**src/rtl/atpg_entry_ctl.sv**
```systemverilog
// atpg_entry_ctl: TST/SCL/SDA keyed test-mode entry controller gating ATPG scan configuration
module atpg_entry_ctl #(
  parameter int              KEY_W    = 16,
  parameter logic [KEY_W-1:0] KEY     = 16'hA5C3,
  parameter int              SYNC_STG = 2,
  parameter int              TMO_W    = 8,
  parameter int              MAX_FAIL = 3
) (
  input  logic       clk,
  input  logic       rstz,
  input  logic       tst_pin,
  input  logic       scl_pin,
  input  logic       sda_pin,
  output logic       atpg_mode,
  output logic       entry_err,
  output logic [1:0] fail_cnt,
  output logic       perm_lock,
  output logic [2:0] state
);
  localparam int CW = $clog2(KEY_W + 1);
  typedef enum logic [2:0] {IDLE = 3'd0, SHIFT = 3'd1, CHECK = 3'd2, ATPG = 3'd3, LOCK = 3'd4} state_e;
  state_e state_q, state_d;
  logic [SYNC_STG-1:0] tst_sync_q, tst_sync_d, scl_sync_q, scl_sync_d, sda_sync_q, sda_sync_d;
  logic tst_prev_q, scl_prev_q;
  logic [KEY_W-1:0] sr_q, sr_d;
  logic [CW-1:0] cnt_q, cnt_d;
  logic [TMO_W-1:0] tmr_q, tmr_d;
  logic [1:0] fail_q, fail_d, fail_inc;
  logic lock_q, lock_d, err_q, err_d, atpg_q, atpg_d;
  logic tst_s, scl_s, sda_s, tst_rise, tst_fall, scl_rise;
  assign tst_sync_d = {tst_sync_q[SYNC_STG-2:0], tst_pin};
  assign scl_sync_d = {scl_sync_q[SYNC_STG-2:0], scl_pin};
  assign sda_sync_d = {sda_sync_q[SYNC_STG-2:0], sda_pin};
  assign tst_s = tst_sync_q[SYNC_STG-1];
  assign scl_s = scl_sync_q[SYNC_STG-1];
  assign sda_s = sda_sync_q[SYNC_STG-1];
  assign tst_rise = tst_s & ~tst_prev_q;
  assign tst_fall = ~tst_s & tst_prev_q;
  assign scl_rise = scl_s & ~scl_prev_q;
  assign fail_inc = fail_q + {1'b0, ~&fail_q};
  always_comb begin
    state_d = state_q;
    sr_d = sr_q;
    cnt_d = cnt_q;
    tmr_d = tmr_q;
    fail_d = fail_q;
    err_d = 1'b0;
    case (state_q)
      IDLE:
        if (tst_rise && !lock_q) begin
          state_d = SHIFT;
          sr_d = '0;
          cnt_d = '0;
          tmr_d = '0;
        end
      SHIFT:
        // abort beats a completed key, an SCL edge and a timeout alike
        if (tst_fall) state_d = IDLE;
        else if (cnt_q == CW'(KEY_W)) state_d = CHECK;
        else if (scl_rise) begin
          sr_d = {sr_q[KEY_W-2:0], sda_s};
          cnt_d = cnt_q + CW'(1);
          tmr_d = '0;
        end else if (&tmr_q) begin
          state_d = LOCK;
          err_d = 1'b1;
          fail_d = fail_inc;
        end else tmr_d = tmr_q + TMO_W'(1);
      CHECK:
        if (tst_fall) state_d = IDLE;
        else if (sr_q == KEY) begin
          state_d = ATPG;
          fail_d = '0;
        end else begin
          state_d = LOCK;
          err_d = 1'b1;
          fail_d = fail_inc;
        end
      ATPG, LOCK: state_d = tst_fall ? IDLE : state_q;
      default: state_d = IDLE;
    endcase
    lock_d = lock_q | (fail_d >= 2'(MAX_FAIL));
    atpg_d = state_d == ATPG;
  end
  always_ff @(posedge clk or negedge rstz) begin
    if (!rstz) begin
      tst_sync_q <= '0;
      scl_sync_q <= '0;
      sda_sync_q <= '0;
      tst_prev_q <= 1'b0;
      scl_prev_q <= 1'b0;
      state_q <= IDLE;
      sr_q <= '0;
      cnt_q <= '0;
      tmr_q <= '0;
      fail_q <= '0;
      lock_q <= 1'b0;
      err_q <= 1'b0;
      atpg_q <= 1'b0;
    end else begin
      tst_sync_q <= tst_sync_d;
      scl_sync_q <= scl_sync_d;
      sda_sync_q <= sda_sync_d;
      tst_prev_q <= tst_s;
      scl_prev_q <= scl_s;
      state_q <= state_d;
      sr_q <= sr_d;
      cnt_q <= cnt_d;
      tmr_q <= tmr_d;
      fail_q <= fail_d;
      lock_q <= lock_d;
      err_q <= err_d;
      atpg_q <= atpg_d;
    end
  end
  assign atpg_mode = atpg_q;
  assign entry_err = err_q;
  assign fail_cnt = fail_q;
  assign perm_lock = lock_q;
  assign state = state_q;
endmodule

```
**config.mk**
```make
export PLATFORM = sky130hd
export DESIGN_NAME = atpg_entry_ctl
export DESIGN_NICKNAME = d
export VERILOG_FILES = /design/src/rtl/atpg_entry_ctl.sv
export SDC_FILE = /design/constraint.sdc
export NUM_CORES = 1
export LEC_CHECK = 0
export CAP_MARGIN = 20
export CORE_MARGIN = 4
export CORE_UTILIZATION = 40
export DETAILED_ROUTE_END_ITERATION = 12
export GPL_TIMING_DRIVEN = 0
export PLACE_DENSITY = 0.6
export SYNTH_ARGS = -nofsm -noshare
export SYNTH_HDL_FRONTEND = slang
export SYNTH_SLANG_ARGS = --single-unit
```
**constraint.sdc**
```tcl
create_clock -name clk -period 1.58 [get_ports clk]
set_input_delay 0.237 -clock clk [delete_from_list [all_inputs] [get_ports clk]]
set_output_delay 0.237 -clock clk [all_outputs]
set_load 0.02 [all_outputs]
```
Yosys cells after proc, flatten, opt, wreduce, memory -nomap -nowiden
Cells that the tools add are included.
{ "totals": {"register_bits": 45, "in_bits": 5, "out_inout_bits": 8, "wordCells": 85} }
{ "op_classes": {"addsub": 3, "order_cmp": 1, "n_eq_ne": 12, "muxes": 39, "bitwise_logic": 7, "reduce_logical": 10} }
{ "op_table": {"columns": ["cell", "n"], "rows": [
  ["$mux 16", 4],
  ["$mux 8", 5],
  ["$pmux 16 s2", 1],
  ["$mux 3", 8],
  ["$mux 5", 4],
  ["$eq 16x16->1 const B", 1],
  ["$pmux 8 s2", 1],
  ["$mux 2", 6],
  ["$pmux 3 s4", 1],
  ["$pmux 5 s2", 1],
  ["$reduce_and 5->1", 2],
  ["$eq 3x2->1 const B", 3],
  ["$add 8x1->8 const B", 1],
  ["$ne 2x2->1 const B", 4],
  ["$reduce_and 8->1", 1],
  ["$mux 1", 6],
  ["$add 5x1->5 const B", 1],
  ["$eq 5x5->1 const B", 1],
  ["$pmux 2 s2", 1],
  ["$and 1x1->1", 3],
  ["$eq 3x1->1 const B", 1],
  ["$eq 3x3->1 const B", 1],
  ["$logic_not 3->1", 1],
  ["$ne 3x3->1 const B", 1],
  ["10 further kinds", 13]
]} }

Longest topological paths before layout
{ "logic_depth": {"depth_word": 10, "depth_mapped": 8, "depth_no_buf": 7} }

Worst setup path after synthesis
Ideal clock, no wire load.
{ "synth_path": {"kind": "register to register", "start": "register state_q[0], in the netlist state[0]", "end": "register cnt_q[4]", "setup_time_ns": 0.066, "arrival_time_ns": 1.654, "required_time_ns": 1.514, "path_slack_ns": -0.140, "path_stages_with_launch": 7, "path_buffers": 1, "synth_period_minus_slack_ns": 1.720, "cell_sequence": "dfrtp_1 buf_6 nor4b_4 a31oi_1 nand3b_4 or4_1 nand2_1"} }
{ "synth_between": {"elab_chain_cells": 3, "word_cells_on_any_way": 9, "cone_classes": "eq/ne: 5; mux: 1; reduce/logical: 3"} }
{ "synth_rtl": {"columns": ["element", "line", "rtl"], "rows": [
  ["from (decl)", "22", "state_e state_q, state_d;"],
  ["from (signal assigned)", "106", "state_q <= state_d;"],
  ["$eq 3x1->1 or $logic_not 3->1 (tied branches)", "48", "case (state_q)"],
  ["$ne 2x2->1 (no source line) or $reduce_bool 2->1 (tied branches)", null, null],
  ["$reduce_and 5->1 (no source line)", null, null],
  ["to (signal assigned)", "108", "cnt_q <= cnt_d;"],
  ["to (decl)", "26", "logic [CW-1:0] cnt_q, cnt_d;"]
]} }
Several ways; a longest one is shown, not always the timed one.
A chain may end at the register's enable or synchronous reset.

Worst setup path after layout
Same ends and word-level chain as after synthesis.

==> impl_metrics.tcl <==
set metrics [dict create \
    outcome "finished with violations" \
    failed_checks "setup timing" \
    fin_nets 260 \
    synth.ff_latch_count 45 \
    place_ws_ns -0.356 \
    synth_enable_flop_cells 0 \
    rows 26 \
    crit_type "reg2reg" \
    gpl.final_weighted_congestion 0.791 \
    leakagePower_nw 1.34 \
    ys_seq_area_frac 0.539 \
    synthesis.nets 213 \
    cp_max_fo 5 \
    grt_util_all_layers 0.156 \
    fin_crit_ns 1.71 \
    wl_mm 4.66 \
    slew_viol_final 0 \
    via_per_inst 5.23 \
    hold_viol 0 \
    grt_pass1_wl_mm 7.85 \
    grt_overflow 0 \
    crit_path_start_kind "register" \
    wl_met1_mm 2.18 \
    setup_viol 32 \
    dp_hpwl_mm 2.85 \
    top_layer "met4" \
    clk_pin_slew_ns 0.08 \
    max_slew.worst_pin.slew_ns 0.357 \
    fillers 443 \
    dr_wl_met3_um 121 \
    first_pass_iters 4 \
    critPathArrivalTime_ns 1.95 \
    maxCapViolations 0 \
    max_slew_margin 0.760 \
    finalCoreUtilization 0.586 \
    synthArstFlopShare 1.00 \
    syn_inst 205 \
    wl_per_cell_um 14.4 \
    antenna_found_initial 0 \
    fin_crit_sh 1.09 \
    rsz0062_at_grt "yes" \
    cp_data_required_time_ns 1.82 \
    grt_pass1_vias 1616 \
    cts_tree "done" \
    start_util 0.412 \
    holdWs_ns 0.352 \
    die-area_mm2 0.00644 \
    synthDistinctLibCells 45 \
    avgSynthCellArea_um2 10.2 \
    drive_above_1_share 0.423 \
    n_antenna_cell 0 \
    num_vias 1690 \
    wl_met2_mm 2.26 \
    setup_slack_ns -0.135 \
    core_area_mm2 0.00507 \
    end_kind "register" \
    area_growth_pct 42.2 \
    antenna_left 0 \
    cts_buffer_depth 2 \
    die_h_um 80.3 \
    placement.io_buffers 12 \
    root_buffer "clkbuf_8" \
    clock-sinks 45 \
    hold_path.class "reg2reg" \
    peakVddDrop_mv 0.485 \
    cts_buffers 5 \
    dr.first_iter.drc_count 84 \
    skew_ns 0.00881 \
    syn_area_mm2 0.00209 \
    pin_count 13 \
    fmax_mhz 583 \
    power.density_mw_per_mm2 1000 \
    drc 0 \
    yosysWarnings 0 \
    die_w_um 80.3 \
    grt_start_max_net_pins 33 \
    htreeDepth 2 \
    synth_ff_type "dfrtp_1" \
    clkLatencyLatePin_ns 0.30 \
]
layout by cell type, fill, tap and decap left out, types with 3 or more instances in the layout:
master / n
o21ai_2: 5
buf_2: 3
clkbuf_8: 6
nand3_1: 8
nor2_1: 5
dlygate4sd2_1: 4
nand2_2: 6
and3_1: 3
nor2b_1: 3
buf_4: 21
nand3_2: 12
nand2_1: 38
buf_6: 6
dfrtp_1: 42
inv_1: 4
clkdlybuf4s50_1: 7
dfrtp_2: 3
o21ai_1: 9
or3_1: 4
a21oi_2: 6
worst paths after layout:
path / from / to / slack (ns) / depth (start not counted)
min in group asynchronous: rstz / sr_q[12]$_DFFE_PN0P_ / 0.37 / 2
max in group asynchronous: rstz / state[1]$_DFF_PN0_ / 0.70 / 3
worst max-delay path: state[0]$_DFF_PN0_ / cnt_q[4]$_DFFE_PN0P_ / -0.13 / 7
worst min register to register: sda_sync_q[0]$_DFF_PN0_ / sda_sync_q[1]$_DFF_PN0_ / 0.35 / 0
worst max register to register: state[0]$_DFF_PN0_ / cnt_q[4]$_DFFE_PN0P_ / -0.13 / 7
worst min-delay path: sda_sync_q[0]$_DFF_PN0_ / sda_sync_q[1]$_DFF_PN0_ / 0.35 / 0
cells in the mapped netlist, types with 2 or more instances:
| cell | instances | area [µm²] |
|---|---|---|
| clkbuf_1 | 2 | 7.51 |
| nor4b_4 | 2 | 47.6 |
| a21o_1 | 2 | 15.0 |
| o21ai_1 | 14 | 70.1 |
| and3_1 | 4 | 25.0 |
| nand2_1 | 42 | 158 |
| a21oi_2 | 2 | 17.5 |
| nand4_1 | 2 | 12.5 |
| nor2b_1 | 3 | 18.8 |
| nand2b_1 | 4 | 25.0 |
| buf_2 | 3 | 15.0 |
| a31oi_1 | 2 | 12.5 |
| or3_1 | 5 | 31.3 |
| nand2_2 | 2 | 12.5 |
| and2_1 | 2 | 12.5 |
| a21oi_1 | 7 | 35.0 |
| buf_6 | 2 | 22.5 |
| nor2_1 | 6 | 22.5 |
| nor4bb_1 | 2 | 20.0 |
| ha_1 | 3 | 37.5 |
| or4_1 | 2 | 15.0 |
| inv_1 | 6 | 22.5 |
| nand3_1 | 20 | 100 |
| dfrtp_1 | 45 | 1130 |
registers in the layout, indices dropped and copies added, names as in the netlist:
name	cells
sr_q	16
tmr_q	8
cnt_q	5
state	3
fail_cnt	2
scl_sync_q	2
sda_sync_q	2
tst_sync_q	2
atpg_mode	1
entry_err	1
perm_lock	1
scl_prev_q	1
tst_prev_q	1
layer usage:
layer  global-route usage  vias to the layer above
met5                    0                        -
met4               0.0625                        0
met3               0.0359                        9
met2                0.241                       24
met1                0.211                      838
li1                     -                      819
cell type report:
type | count | area [µm²] | area share
Tap cell | 70 | 87.6 | 0.0295
Sequential cell | 45 | 1130 | 0.380
Clock buffer | 6 | 82.6 | 0.0278
Inverter | 6 | 22.5 | 0.00758
Buffer | 6 | 68.8 | 0.0232
Clock inverter | 2 | 37.5 | 0.0126
Timing Repair Buffer | 41 | 382 | 0.128
Multi-Input combinational cell | 147 | 1160 | 0.391
where the power goes:
part | leakage [nW] | internal (mW) | switching [mW]
Combinational | 0.685 | 0.375 | 0.401
Clock | 0.0574 | 0.514 | 0.390
Sequential | 0.600 | 1.23 | 0.0665
Total | 1.34 | 2.12 | 0.858
per-stage QoR:
step                cell area (µm²)  total power, mW  std cells  TNS, ns
detailed placement             2370             1.80        288    -8.46
CTS                            2740             2.89        315    -1.32
finish                         2970             2.98        323    -2.74
global route                   2970             3.15        323    -6.28
global placement               2360             1.79        287   -53.74
floorplan                      2150             1.66        205   -0.973
repair_timing:
action,4_1_cts,5_1_grt
setup buffers,18,8
cloned,1,1
setup endpoints to repair,38,37
hold endpoints to repair,13,0
pin swaps,21,24
gates resized for setup,23,34
hold buffers,1,0
critical path, stage by stage, from the launching register on:
cell      delay (ns)
dfrtp_2         0.41
buf_6           0.12
nor4b_4         0.24
buf_4           0.16
a31oi_2         0.04
nand3b_4        0.19
or4_4           0.42
nand2_2         0.07
kinds of logic after synthesis:
group / Yosys count / synth area share
simple gates: 108 / 0.302
buf+inv: 13 / 0.0323
mux: 1 / 0.00539
compound gates: 35 / 0.104
fa+ha+maj: 3 / 0.0180
flops: 45 / 0.539
No activity file was read; power rests on OpenSTA's default activity.
